**src/rtl/eth_rst_seq.sv**
```systemverilog
// Reset sequencer for an Ethernet PHY and MAC: qualifies PLL lock, pulses the PHY reset,
// waits for the PHY to settle and then releases the MAC. Re-sequences on lock loss or a software request.
module eth_rst_seq #(
    parameter int unsigned LOCK_STABLE_CYC = 16,
    parameter int unsigned PHY_RST_CYC     = 100,
    parameter int unsigned PHY_SETTLE_CYC  = 200,
    parameter int unsigned CNT_W           = 16
) (
    input  logic       sys_clk,
    input  logic       rst,
    input  logic       pll_locked,
    input  logic       sw_rst_req,
    output logic       phy_rst_n,
    output logic       rstn_mac,
    output logic       seq_done,
    output logic       sw_rst_ack,
    output logic [7:0] lock_loss_cnt,
    output logic [1:0] seq_state
);

    localparam logic [1:0] ST_WAIT_LOCK  = 2'd0;
    localparam logic [1:0] ST_PHY_RST    = 2'd1;
    localparam logic [1:0] ST_PHY_SETTLE = 2'd2;
    localparam logic [1:0] ST_RUN        = 2'd3;

    localparam logic [CNT_W-1:0] LOCK_LAST   = CNT_W'(LOCK_STABLE_CYC - 1);
    localparam logic [CNT_W-1:0] RST_LAST    = CNT_W'(PHY_RST_CYC - 1);
    localparam logic [CNT_W-1:0] SETTLE_LAST = CNT_W'(PHY_SETTLE_CYC - 1);
    localparam logic [CNT_W-1:0] CNT_ONE     = CNT_W'(1);

    logic [1:0]       state_q, state_d;
    logic [CNT_W-1:0] cnt_q, cnt_d;
    logic             phy_rst_n_q, phy_rst_n_d;
    logic             rstn_mac_q, rstn_mac_d;
    logic             seq_done_q, seq_done_d;
    logic             ack_q, ack_d;
    logic [7:0]       loss_q, loss_d;

    always_comb begin
        state_d = state_q;
        cnt_d   = cnt_q;
        ack_d   = 1'b0;
        loss_d  = loss_q;

        // Lock loss outside WAIT_LOCK outranks everything, including a pending software request.
        if (state_q != ST_WAIT_LOCK && !pll_locked) begin
            state_d = ST_WAIT_LOCK;
            cnt_d   = '0;
            if (loss_q != 8'hFF) begin
                loss_d = loss_q + 8'd1;
            end
        end else begin
            case (state_q)
                ST_WAIT_LOCK: begin
                    if (!pll_locked) begin
                        cnt_d = '0;
                    end else if (cnt_q == LOCK_LAST) begin
                        state_d = ST_PHY_RST;
                        cnt_d   = '0;
                    end else begin
                        cnt_d = cnt_q + CNT_ONE;
                    end
                end
                ST_PHY_RST: begin
                    if (cnt_q == RST_LAST) begin
                        state_d = ST_PHY_SETTLE;
                        cnt_d   = '0;
                    end else begin
                        cnt_d = cnt_q + CNT_ONE;
                    end
                end
                ST_PHY_SETTLE: begin
                    if (cnt_q == SETTLE_LAST) begin
                        state_d = ST_RUN;
                        cnt_d   = '0;
                    end else begin
                        cnt_d = cnt_q + CNT_ONE;
                    end
                end
                default: begin
                    cnt_d = '0;
                    if (sw_rst_req) begin
                        state_d = ST_PHY_RST;
                        ack_d   = 1'b1;
                    end
                end
            endcase
        end

        phy_rst_n_d = (state_d == ST_PHY_SETTLE) || (state_d == ST_RUN);
        rstn_mac_d  = (state_d == ST_RUN);
        seq_done_d  = (state_d == ST_RUN);
    end

    always_ff @(posedge sys_clk) begin
        if (rst) begin
            state_q     <= ST_WAIT_LOCK;
            cnt_q       <= '0;
            phy_rst_n_q <= 1'b0;
            rstn_mac_q  <= 1'b0;
            seq_done_q  <= 1'b0;
            ack_q       <= 1'b0;
            loss_q      <= 8'd0;
        end else begin
            state_q     <= state_d;
            cnt_q       <= cnt_d;
            phy_rst_n_q <= phy_rst_n_d;
            rstn_mac_q  <= rstn_mac_d;
            seq_done_q  <= seq_done_d;
            ack_q       <= ack_d;
            loss_q      <= loss_d;
        end
    end

    assign phy_rst_n     = phy_rst_n_q;
    assign rstn_mac      = rstn_mac_q;
    assign seq_done      = seq_done_q;
    assign sw_rst_ack    = ack_q;
    assign lock_loss_cnt = loss_q;
    assign seq_state     = state_q;

endmodule

```
**config.mk**
```make
export PLATFORM = sky130hd
export DESIGN_NAME = eth_rst_seq
export DESIGN_NICKNAME = d
export VERILOG_FILES = /design/src/rtl/eth_rst_seq.sv
export SDC_FILE = /design/constraint.sdc
export NUM_CORES = 1
export LEC_CHECK = 0
export ABC_AREA = 1
export CORE_UTILIZATION = 50
export DETAILED_ROUTE_END_ITERATION = 16
export GPL_TIMING_DRIVEN = 0
export PLACE_DENSITY = 0.72
export SETUP_SLACK_MARGIN = 0.1
export SYNTH_ARGS = -nofsm -noshare
export SYNTH_HDL_FRONTEND = slang
export SYNTH_SLANG_ARGS = --single-unit
```
**constraint.sdc**
```tcl
create_clock -name sys_clk -period 4.05 [get_ports sys_clk]
set_input_delay 1.0125 -clock sys_clk [delete_from_list [all_inputs] [get_ports sys_clk]]
set_output_delay 1.0125 -clock sys_clk [all_outputs]
set_load 0.1 [all_outputs]
```
==> summary.txt <==
Global routing
  • Gr usage total: 20.1%
  • Initial antenna violation count: 0
  • Grt ovf: 0
  • Number of global-route vias before repair: 1270
  • First-pass GRT wire length: 5180 um
  • Largest net degree at the start of global routing: 11

Die
  • Die Ht: 58.6 um
  • Core area: 3050 sq um
  • Initial Util: 52.5%
  • Die width: 58.6 um
  • Io pins: 18
  • Rows: 20
  • Die area: 3440 sq um

Clock network
  • Post-CTS Resized: 0
  • Clk buf depth: 2
  • Total CTS buffers: 5
  • Clk_lat worst skew: 0.33 ns
  • Clk sinks: 29
  • CTS root buffer: clkbuf_4
  • Clock Pin Slew Worst Setup and Hold Paths: 0.10 ns
  • CTS tree: done
  • H-tree depth: 2
  • CTS Hold Bufs: 0
  • Post-CTS setup buffers: 0

Synth
  • Yosys warns: 0
  • Number of distinct library cells after synthesis: 28
  • Most frequent cells after synthesis: nand2_1, nor2_1, dfxtp_1
  • Cells after synthesis: 224
  • Mapped Area: 1600 sq um
  • Sequential share of the synthesized area: 36.2%
  • Avg Cell Area, Syn: 7.16 sq um
  • Main flop type after synthesis: dfxtp_1
  • Largest cells by area after synthesis: dfxtp_1, nand2_1, nor2_1
  • Post-synth EDFFs: 0
  • Mapped Nets: 235
  • Synth async-reset ratio: 0%
  • Cell taking the most area after synthesis: dfxtp_1
  • Most common cell in the netlist: nand2_1
  • Share of the synthesized area in the top cell type: 36.2%
  • Yosys reg bits: 29

Timing
  • Crit path time final: 2.93 ns
  • RSZ-0062 raised after global routing: no
  • Setup TNS: 0 ns
  • Setup ws final: 1.12 ns
  • Max Slew Vio Count: 0
  • Final clock skew: 0.0108 ns
  • Final setup viols: 0
  • Max Freq: 341 MHz
  • Final hold viol count: 0
  • Rel. slew slack: 35.2%
  • Worst slew pin tran: 0.969 ns
  • Final period utilization: 72.3%

Drt
  • Vias per std cell: 4.89
  • DR iter-0 viols: 70
  • Post-DR wirelength/cell: 10.6 um
  • DR vias: 1434
  • ANT nets after route: 0
  • WL final: 3100 um
  • DRC Markers: 0
  • Pre-antenna DRT Iters: 4

Power and ir drop
  • Pwr per Cell Area: 299 nW/um^2
  • Overall Power: 568 uW
  • Comb pwr share: 12.3%
  • Clock Power Share: 36.0%
  • Pleak: 0.787 nW
  • Sequential share of power: 51.7%
  • Int Pwr: 412 uW
  • Switch Pwr: 156 uW
  • Switch share: 27.5%
  • Worst IR Drop VDD: 0.202 mV

Critical path
  • Worst EP arrival: 1.92 ns
  • WP buf/inv: 1
  • Crit start category: register
  • Critical Path Source: lock_loss_cnt[4]
  • Crit-path max FO: 5
  • Reg2Reg Launch Point: seq_state[0]
  • Crit end category: primary output
  • CP cell instances: clkdlybuf4s50_1
  • Req. time, crit path: 3.04 ns
  • Slowest-stage cell, CP: clkdlybuf4s50_1
  • CP delay by family, top: buffers and inverters
  • CP peak stage delay: 1.16 ns
  • Kind of critical path: register to primary output

Layout
  • Final Net Count: 259
  • Area Overhead vs Synth: 18.4%
  • Layout cells sized above 1: 14.5%
  • Ant diodes: 0
  • Final instance area: 1900 sq um

Place
  • Port Buffers: 17
  • DP Area: 1830 sq um
  • Dpl ws: 1.49 ns
  • HPWL Detailed: 2310 um
  • Placer congestion estimate: 0.888

Outcome
  • Status: complete, no violations

Worst hold path
  • Hold Crit Class: register to register
  • Hold Crit Start: cnt_q[0]

Flow run
  • Max Cap Viol: 0
[power groups by stage]
stage,Sequential [mW],Clock (mW),Combinational (mW)
floorplan,0.321,0,0.0336
global placement,0.301,0,0.0698
detailed placement,0.301,0,0.0698
CTS,0.294,0.210,0.0701
global route,0.295,0.223,0.0755
finish,0.294,0.204,0.0699
[sequential cells by signal, indices dropped and copies added, names as in the netlist]
name / cells
seq_done: 1
phy_rst_n: 1
lock_loss_cnt: 8
sw_rst_ack: 1
cnt_q: 16
seq_state: 2
[final cells by class]
cell class	instances	area, sq um
Clock buffer	7	65.1
Timing Repair Buffer	17	170
Clock inverter	1	5.00
Sequential cell	29	581
Fill cell	290	1150
Multi-Input combinational cell	163	881
Inverter	29	109
Tap cell	44	55.1
Buffer	3	32.5
[final timing paths]
kind | end | slack (ns) | cells past startpoint
worst max-delay path | lock_loss_cnt[4] | 1.12 | 1
worst min-delay path | cnt_q[0] | 0.48 | 1
worst max register to register | lock_loss_cnt[3] | 2.22 | 8
worst min register to register | cnt_q[0] | 0.48 | 1
[cell usage in the layout, fill, tap and decap left out, types with 2 or more instances in the layout]
master,n
nand2_1,44
nor2_1,36
dfxtp_1,29
inv_1,26
clkdlybuf4s50_1,17
nand3_1,16
nor2_2,14
a21oi_1,8
xor2_1,7
ha_1,7
o21ai_0,6
nor3_1,5
clkbuf_4,5
nand4_1,4
inv_2,3
xnor2_1,3
nand2_2,2
a31oi_1,2
clkbuf_8,2
[kinds of logic (layout without fill, tap and decap cells)]
family,Yosys count,in the layout,synth area share (%)
XOR/XNOR,10,10,5.46
AO/OA/AOI/OAI,18,18,6.09
buffers and inverters,32,57,8.82
flip-flops,29,29,36.2
adder cells (fa/ha/maj),7,7,5.46
AND/OR/NAND/NOR,128,128,37.9
[through the flow]
stage | std cells | hold WS, ns | utilization (%)
6_report | 293 | 0.484 | 62.2
5_1_grt | 293 | 0.508 | 62.2
4_1_cts | 293 | 0.492 | 62.2
3_5_place_dp | 285 | 0.466 | 59.9
3_3_place_gp | 285 | 0.458 | 59.9
2_1_floorplan | 224 | 0.443 | -
[routing by layer]
metal	wire [um]	vias to the layer above	global-route usage (%)	part of all wire (%)
li1	-	758	-	-
met1	1600	654	25.3	51
met2	1350	14	31.7	43
met3	87	8	5.93	2.8
met4	67	0	9.18	2.2
met5	0	-	0	0
(Power assumes the default switching activity.)
